## src/rtl/ex_exc_collect.sv

```systemverilog
// ex_exc_collect: dual-way exception collector sitting at the ID/EX boundary,
// feeding cp0. Latches per-way decode exceptions, PCs and delay-slot flags,
// then prioritises them per way against EX overflow and data-address faults.
// Both ways are reported independently; cp0 does the cross-way arbitration.
// Optional build macro: EXC_OV_EN. When defined, ex_ov raises code 0c.
// When undefined, ex_ov is ignored and overflow never traps.

// Per-way prioritiser. Purely combinational: registered ID state plus live
// EX state in, cp0 code/vaddr/in_delay out.
module ex_exc_way #(
  parameter int ADDR_W = 32,
  parameter int CODE_W = 5
) (
  input  logic              v,
  input  logic              fetch_adel,
  input  logic              ri,
  input  logic              sys,
  input  logic              eret,
  input  logic              ds,
  input  logic [ADDR_W-1:0] pc,
  input  logic              ov,
  input  logic              mem_re,
  input  logic              mem_we,
  input  logic [1:0]        mem_size,
  input  logic [ADDR_W-1:0] mem_addr,
  output logic [CODE_W-1:0] code,
  output logic [ADDR_W-1:0] ade_vaddr,
  output logic [ADDR_W-1:0] adel_vaddr,
  output logic              in_delay
);
  localparam logic [CODE_W-1:0] C_ADEL = CODE_W'('h04);
  localparam logic [CODE_W-1:0] C_ADES = CODE_W'('h05);
  localparam logic [CODE_W-1:0] C_SYS  = CODE_W'('h08);
  localparam logic [CODE_W-1:0] C_RI   = CODE_W'('h0a);
  localparam logic [CODE_W-1:0] C_OV   = CODE_W'('h0c);
  localparam logic [CODE_W-1:0] C_NONE = CODE_W'('h10);
  localparam logic [CODE_W-1:0] C_ERET = CODE_W'('h11);

  logic misalign;
  logic ov_hit;

  // Alignment check on the EX address; byte never faults, size 11 is unused
  // by the decoder and is treated as non-faulting.
  always_comb begin
    misalign = 1'b0;
    case (mem_size)
      2'b01:   misalign = mem_addr[0];
      2'b10:   misalign = |mem_addr[1:0];
      default: misalign = 1'b0;
    endcase
  end

`ifdef EXC_OV_EN
  assign ov_hit = ov;
`else
  // Overflow is architecturally ignored in this build; the sink keeps the
  // port connected without affecting logic.
  logic unused_ov;
  assign unused_ov = ov;
  assign ov_hit    = 1'b0;
`endif

  // Fixed priority: fetch ADEL > RI > SYS > ERET > OV > data ADEL/ADES.
  always_comb begin
    code       = C_NONE;
    ade_vaddr  = '0;
    adel_vaddr = '0;
    in_delay   = 1'b0;
    if (v) begin
      in_delay = ds;
      if (fetch_adel) begin
        code       = C_ADEL;
        adel_vaddr = pc;
      end else if (ri) begin
        code = C_RI;
      end else if (sys) begin
        code = C_SYS;
      end else if (eret) begin
        code = C_ERET;
      end else if (ov_hit) begin
        code = C_OV;
      end else if (mem_re && misalign) begin
        code      = C_ADEL;
        ade_vaddr = mem_addr;
      end else if (mem_we && misalign) begin
        code      = C_ADES;
        ade_vaddr = mem_addr;
      end
    end
  end
endmodule

module ex_exc_collect #(
  parameter int ADDR_W = 32,
  parameter int CODE_W = 5
) (
  input  logic                clk,
  input  logic                rst_,
  input  logic                stall,
  input  logic                exc_flush_all,
  input  logic [1:0]          id_valid,
  input  logic [2*ADDR_W-1:0] id_pc,
  input  logic [1:0]          id_branch,
  input  logic [1:0]          id_ri,
  input  logic [1:0]          id_sys,
  input  logic [1:0]          id_eret,
  input  logic [1:0]          ex_mem_re,
  input  logic [1:0]          ex_mem_we,
  input  logic [3:0]          ex_mem_size,
  input  logic [2*ADDR_W-1:0] ex_mem_addr,
  input  logic [1:0]          ex_ov,
  output logic [2*CODE_W-1:0] ex_cp0_exc_code_i,
  output logic [2*ADDR_W-1:0] ex_cp0_exc_pc_i,
  output logic [2*ADDR_W-1:0] ex_cp0_ade_vaddr,
  output logic [2*ADDR_W-1:0] ex_cp0_adel_vaddr,
  output logic [1:0]          ex_cp0_in_delay_i
);
  localparam int NUM_WAYS = 2;

  typedef struct packed {
    logic fetch_adel;
    logic ri;
    logic sys;
    logic eret;
  } dec_t;

  logic [NUM_WAYS-1:0][ADDR_W-1:0] id_pc_w, pc_q, addr_w, ade_w, adel_w;
  logic [NUM_WAYS-1:0][1:0]        size_w;
  logic [NUM_WAYS-1:0][CODE_W-1:0] code_w;
  logic [NUM_WAYS-1:0]             v_q, ds_q, dly_w;
  dec_t [NUM_WAYS-1:0]             dec_d, dec_q;
  logic                            pending_ds;

  assign id_pc_w = id_pc;
  assign addr_w  = ex_mem_addr;
  assign size_w  = ex_mem_size;

  // Decode flags captured per way; fetch ADEL is a misaligned fetch PC.
  always_comb begin
    for (int w = 0; w < NUM_WAYS; w++) begin
      dec_d[w].fetch_adel = |id_pc_w[w][1:0];
      dec_d[w].ri         = id_ri[w];
      dec_d[w].sys        = id_sys[w];
      dec_d[w].eret       = id_eret[w];
    end
  end

  // ID/EX register. Flush beats stall; way1's delay slot comes from way0 of
  // the same packet, way0's from way1 of the previous valid packet.
  always_ff @(posedge clk or posedge rst_) begin
    if (rst_) begin
      v_q        <= '0;
      pc_q       <= '0;
      dec_q      <= '0;
      ds_q       <= '0;
      pending_ds <= 1'b0;
    end else if (exc_flush_all) begin
      v_q        <= '0;
      ds_q       <= '0;
      pending_ds <= 1'b0;
    end else if (!stall) begin
      v_q     <= id_valid;
      pc_q    <= id_pc_w;
      dec_q   <= dec_d;
      ds_q[1] <= id_valid[0] && id_branch[0];
      ds_q[0] <= pending_ds;
      if (|id_valid)
        pending_ds <= id_valid[1] && id_branch[1];
    end
  end

  for (genvar w = 0; w < NUM_WAYS; w++) begin : g_way
    ex_exc_way #(.ADDR_W(ADDR_W), .CODE_W(CODE_W)) u_way (
      .v          (v_q[w]),
      .fetch_adel (dec_q[w].fetch_adel),
      .ri         (dec_q[w].ri),
      .sys        (dec_q[w].sys),
      .eret       (dec_q[w].eret),
      .ds         (ds_q[w]),
      .pc         (pc_q[w]),
      .ov         (ex_ov[w]),
      .mem_re     (ex_mem_re[w]),
      .mem_we     (ex_mem_we[w]),
      .mem_size   (size_w[w]),
      .mem_addr   (addr_w[w]),
      .code       (code_w[w]),
      .ade_vaddr  (ade_w[w]),
      .adel_vaddr (adel_w[w]),
      .in_delay   (dly_w[w])
    );
  end

  assign ex_cp0_exc_code_i = code_w;
  assign ex_cp0_exc_pc_i   = pc_q;
  assign ex_cp0_ade_vaddr  = ade_w;
  assign ex_cp0_adel_vaddr = adel_w;
  assign ex_cp0_in_delay_i = dly_w;
endmodule
```

## config.mk

```make
export PLATFORM = sky130hd
export DESIGN_NAME = ex_exc_collect
export DESIGN_NICKNAME = d
export VERILOG_FILES = /design/src/rtl/ex_exc_collect.sv
export SDC_FILE = /design/constraint.sdc
export NUM_CORES = 1
export LEC_CHECK = 0
export ABC_CLOCK_PERIOD_IN_PS = 3600
export BUFFER_PORTS_ARGS = -buffer_cell sky130_fd_sc_hd__clkbuf_2
export CAP_MARGIN = 40
export CORE_AREA = 2 2 139 141
export CTS_BUF_LIST = sky130_fd_sc_hd__clkbuf_4 sky130_fd_sc_hd__clkbuf_8 sky130_fd_sc_hd__clkbuf_16
export CTS_CLUSTER_SIZE = 30
export DETAILED_ROUTE_END_ITERATION = 12
export DIE_AREA = 0 0 141 143
export PLACE_DENSITY = 0.65
export RECOVER_POWER = 50
export SKIP_LAST_GASP = 1
export SLEW_MARGIN = 5
export SYNTH_ARGS = -nofsm -noshare
export SYNTH_HDL_FRONTEND = slang
export SYNTH_HIERARCHICAL = 1
export SYNTH_SLANG_ARGS = --single-unit
```

## constraint.sdc

```tcl
create_clock -name clk -period 3.6 [get_ports clk]
set_input_delay 0.36 -clock clk [delete_from_list [all_inputs] [get_ports clk]]
set_output_delay 0.36 -clock clk [all_outputs]
set_load 0.02 [all_outputs]
```

# ---- Word-level counts from Yosys, hierarchy flattened
# Index checks and enable logic that the tools add are counted.
dict set report word_totals {
  regBits 77
  in_bits 152
  output_inout_bits 204
  elab_cells 77
}
dict set report op_classes {
  eq_ne 5
  mux 43
  bitwise 2
  reduce_logical 14
}
# cell n
set ops {}
lappend ops {{$mux W32} 18}
lappend ops {{$mux W5} 14}
lappend ops {{$reduce_or A2 Y1} 5}
lappend ops {{$mux W2} 4}
lappend ops {{$logic_and A1 B1 Y1} 6}
lappend ops {{$mux W1} 5}
lappend ops {{$eq A2 B1 Y1 const B} 2}
lappend ops {{$eq A2 B2 Y1 const B} 2}
lappend ops {{$pmux W1 S2} 2}
lappend ops {{$reduce_and A2 Y1} 2}
lappend ops {{$ne A2 B1 Y1 const B} 1}
lappend ops {{$not A1 Y1} 2}
lappend ops {{$reduce_bool A2 Y1} 1}

# ---- Depth between registers and ports, before layout
dict set report logic_depth {
  depth_word 10
  ltp_mapped 7
  ltp_nobuf 5
}

# ---- Cells and area by module
# Netlist, hierarchy kept.
# mod instances cells_per_inst area_per_inst_um2 seq_area_each_um2
set by_module_without_submodules {}
lappend by_module_without_submodules {ex_exc_collect 1 175 2957.8 1926.8}
lappend by_module_without_submodules {ex_exc_way 2 132 894.6 0.0}

# ---- Worst setup path after synthesis
# No wires, ideal clock.
dict set report synth_timing {
  kind {input port to output port}
  from {input port ex_mem_size[0]}
  to {output port ex_cp0_exc_code_i[2]}
  t_arrival_ns 1.664
  required_time_ns 3.240
  slack_ns 1.576
  stages 5
  path_buffers 1
  cell_sequence {inv_1 -> ha_1 -> a2111o_1 -> buf_6 -> o21ai_0}
}
dict set report synth_between {
  elab_chain_cells 10
  word_cells_on_any_way 12
  cone_classes {eq/ne: 2; mux: 8; reduce/logical: 2}
}
# element line
set synth_lines {}
lappend synth_lines {{start, declared} 109} ;# input logic [3:0] ex_mem_size,
lappend synth_lines {{$eq A2 B2 Y1 or $eq A2 B1 Y1 (tied branches)} 46} ;# case (mem_size)
lappend synth_lines {{$pmux W1 S2 *} 46}
lappend synth_lines {{$logic_and A1 B1 Y1} 85} ;# end else if (mem_we && misalign) begin
lappend synth_lines {{$mux W5} 85}
lappend synth_lines {{$mux W5 *} 82} ;# end else if (mem_re && misalign) begin
lappend synth_lines {{$mux W5 *} 78} ;# end else if (eret) begin
lappend synth_lines {{$mux W5 *} 76} ;# end else if (sys) begin
lappend synth_lines {{$mux W5 *} 74} ;# end else if (ri) begin
lappend synth_lines {{$mux W5 *} 71} ;# if (fetch_adel) begin
lappend synth_lines {{$mux W5 *} 69} ;# if (v) begin
lappend synth_lines {{end, declared} 112} ;# output logic [2*CODE_W-1:0] ex_cp0_exc_code_i,
# Mark *: on every way between the ends. The rest lies on a longest branch, timed or not.

# ---- Worst setup path after layout
dict set report layout_timing {
  from {input port stall}
  to {register pc_q (netlist bit ex_cp0_exc_pc_i[19])}
}
dict set report layout_between {
  elab_chain_cells 2
}
# element line
set layout_lines {}
lappend layout_lines {{start, declared} 99} ;# input logic stall,
lappend layout_lines {{$not A1 Y1 (no source line)} n/a}
lappend layout_lines {{$reduce_and A2 Y1 (no source line)} n/a}
lappend layout_lines {{end signal, assigned} 163} ;# pc_q <= id_pc_w;
lappend layout_lines {{end, declared} 127} ;# logic [NUM_WAYS-1:0][ADDR_W-1:0] id_pc_w, pc_q, addr_w, ade_w, adel_w;
# No other way between the ends.
# A chain may end at the register's enable or synchronous reset.

==> results.md <==
* CTS Sinks at 77
* Synth warnings at 6
* Die height at 143 um
* RSZ-0062 raised after global routing: false
* Initial antenna violation count at 0
* Mapped Avg Cell Area at 10.8 um2
* NumNets Final at 932
* Dpl hpwl at 11100 um
* Fin cells at 1015
* Slowest-stage cell, CP: nor2_2
* Starting Density at 25.5%
* First-pass GRT wire length at 21800 um
* Worst skew pair latency at 0.33 ns
* Placer Congestion at 0.775
* Internal power at 1810 uW
* First-pass detailed-route iteration total at 4
* Vias/cell at 4.39
* Setup ws final at 0.988 ns
* Tcrit/Tclk final at 72.6%
* Site row count at 50
* Final core utilization at 36.7%
* Worst Path Required at 3.82 ns
* Root buf cell: clkbuf_16
* Crit start category: primary input
* Die Wd at 141 um
* Grt ovf at 0
* Seq cells post-synth at 77
* Number of routed nets with antenna violations at 0
* DRC Markers at 0
* Wire per inst at 14.5 um
* Final-report hold violation count at 0
* Setup TNS at 0 ns
* Fin crit period at 2.61 ns
* Syn Std Cell Area at 0.00475 mm2
* Vias in the first global route at 4095
* Port Buf Inserts at 353
* DRT iter0 DRCs at 148
* Worst Path Class, Setup: in2reg
* Vias at 4451
* Maximum root-to-sink buffer count at 2
* # diodes at 0
* Hold Path Class: in2reg
* Synthesis-to-layout area growth at 43.8%
* TritonCTS clock tree: built
* Core footprint at 0.0186 mm2
* MaxCap Viol Count at 1
* # Post-CTS Setup Buffers at 0
* Max-slew headroom at -20.9%
* Max-slew violations at 35
* Finish-stage setup viols at 0
* Max VDD drop at 0.229 mV
* Clk_skew at 0.00146 ns
* Max Clock Freq at 383 MHz
* Flop pwr share at 39.7%
* Layout cells sized above 1 at 57.1%
* Count of cell types in the netlist at 34
* Total track usage at 13.8%
* Switching pwr at 916 uW
* Clock power share at 34.5%
* Clock transition at path regs at 0.07 ns
* Setup crit end kind: register
* H-tree levels at 3
* Combinational share of power at 25.9%
* Crit path cell chain: clkbuf_1, nor2_2, buf_12, mux2_2
* CP max stage delay at 1.43 ns
* Placed insts at 997
* Switch share at 33.6%
* Syn Inst Count at 439
* Failing checks: capacitance limit, slew limit
* Leakage at 0.00366 uW
* Drt total wl at 14700 um
* Slew @ Worst Pin at 1.81 ns
* Worst-path fanout max at 38
* Largest net degree at the start of global routing at 43
* Status: finished with violations
* PwrDens at 400 mW/mm2
* CTS buffer count at 9
* Crit path DAT at 2.83 ns
* Synthesized net count at 595
* Total die area at 0.0202 mm2
* Io pins at 356
* Place WS at 1.11 ns
* Seq/Total Area, Yosys at 40.6%
critical path, delay by kind of cell:
| family | cells | cell delay (ns) |
|---|---|---|
| buffers and inverters | 2 | 0.62 |
| multiplexers | 1 | 0.37 |
| AND/OR/NAND/NOR | 1 | 1.43 |
flip-flops by register name, indices dropped and copies added, names as in the netlist:
signal and flops:
dec_q 8, ds_q 2, v_q 2, ex_cp0_exc_pc_i 64, pending_ds 1
synthesized netlist by cell type:
cell       number  area share [%]
dfrtp_1        77              41
inv_1          72             5.7
and3_1         64             8.4
mux2_2         64              15
nor3_2         56              12
clkbuf_1       16             1.3
buf_6          11             2.6
nand2_1         7            0.55
nor2_1          7            0.55
buf_2           6            0.63
mux2_1          6             1.4
nor3_1          6            0.63
buf_12          4             1.7
ha_1            4             1.1
nor3_4          4             1.4
mux2i_1         3            0.63
nand3b_1        3            0.47
a2111o_1        2            0.47
a2111oi_0       2            0.37
a21bo_2         2            0.42
and2_1          2            0.26
and3b_1         2            0.37
buf_8           2            0.63
nor3b_1         2            0.32
o21a_1          2            0.32
o21ai_0         2            0.21
o21ai_1         2            0.21
o21ba_2         2            0.42
or4_1           2            0.32
a21oi_1         1            0.11
a31o_2          1            0.18
nor2_8          1            0.42
nor4bb_1        1            0.21
o21bai_1        1            0.16
worst paths after layout:
| path | from | to | slack [ns] | cells after the start |
|---|---|---|---|---|
| worst min-delay path | id_pc[40] | ex_cp0_exc_pc_i[40]$_DFFE_PP0P_ | 0.24 | 2 |
| worst max register to register | v_q[0]$_DFFE_PP0P_ | v_q[0]$_DFFE_PP0P_ | 2.61 | 3 |
| worst max-delay path | stall | ex_cp0_exc_pc_i[19]$_DFFE_PP0P_ | 0.99 | 4 |
| max in group asynchronous | rst_ | ex_cp0_exc_pc_i[58]$_DFFE_PP0P_ | 1.47 | 4 |
| min in group asynchronous | rst_ | ex_cp0_exc_pc_i[47]$_DFFE_PP0P_ | 0.59 | 3 |
| worst min register to register | ds_q[0]$_DFFE_PP0P_ | ds_q[0]$_DFFE_PP0P_ | 0.52 | 2 |
area by class of cell:
type | instances | area (um2)
sequential | 77 | 1930
inverter | 72 | 272
timing repair buffer | 365 | 1820
fill | 1940 | 11800
tap | 234 | 293
multi-input combinational | 251 | 2210
clock buffer | 10 | 233
clock inverter | 6 | 70.1
metal layers:
| metal | wire length (um) | part of all wire (%) | track usage (%) |
|---|---|---|---|
| met1 | 6050 | 41 | 17.0 |
| met2 | 7340 | 50 | 23.9 |
| met5 | 0 | 0 | 0 |
| met4 | 162 | 1.1 | 4.00 |
| met3 | 1160 | 7.9 | 3.76 |
cell usage in the layout, fill, tap and decap left out, drive strengths merged, types with 3 or more instances in the layout:
cell type	n
and3	64
buf	9
clkbuf	365
clkinvlp	4
dfrtp	77
ha	4
inv	73
mux2	70
mux2i	3
nand2	7
nand3b	3
nor2	8
nor3	66
o21ai	4
logic make-up (layout without fill, tap and decap cells):
kind of cell    after synthesis  in the layout  share of synthesized area (%)
simple gates                157            157                           25.7
buf+inv                     111            453                           12.5
flops                        77             77                           40.6
mux                          73             73                           17.2
compound gates               17             17                           2.87
fa+ha+maj                     4              4                           1.05
through the flow:
step           instance area, um2  power (uW)  hold WS [ns]
2_1_floorplan                4750        1540         0.462
3_3_place_gp                 6560        1820         0.504
3_5_place_dp                 6610        1840         0.298
4_1_cts                      6920        2810         0.223
5_1_grt                      6820        2880         0.226
6_report                     6820        2730         0.244
repair_timing:
item / CTS / global route
gates resized for setup: 0 / 0
hold buffers: 1 / 0
endpoints found under the hold margin: 13 / 0
power groups by stage:
stage                     combinational [uW]  clock (uW)  sequential (uW)
after floorplan                          333           0             1210
after global placement                   711           0             1100
after detailed placement                 731           0             1110
after CTS                                732         984             1090
after global routing                     765        1020             1100
final                                    706         940             1080
Power figures use the tool's default switching activity.
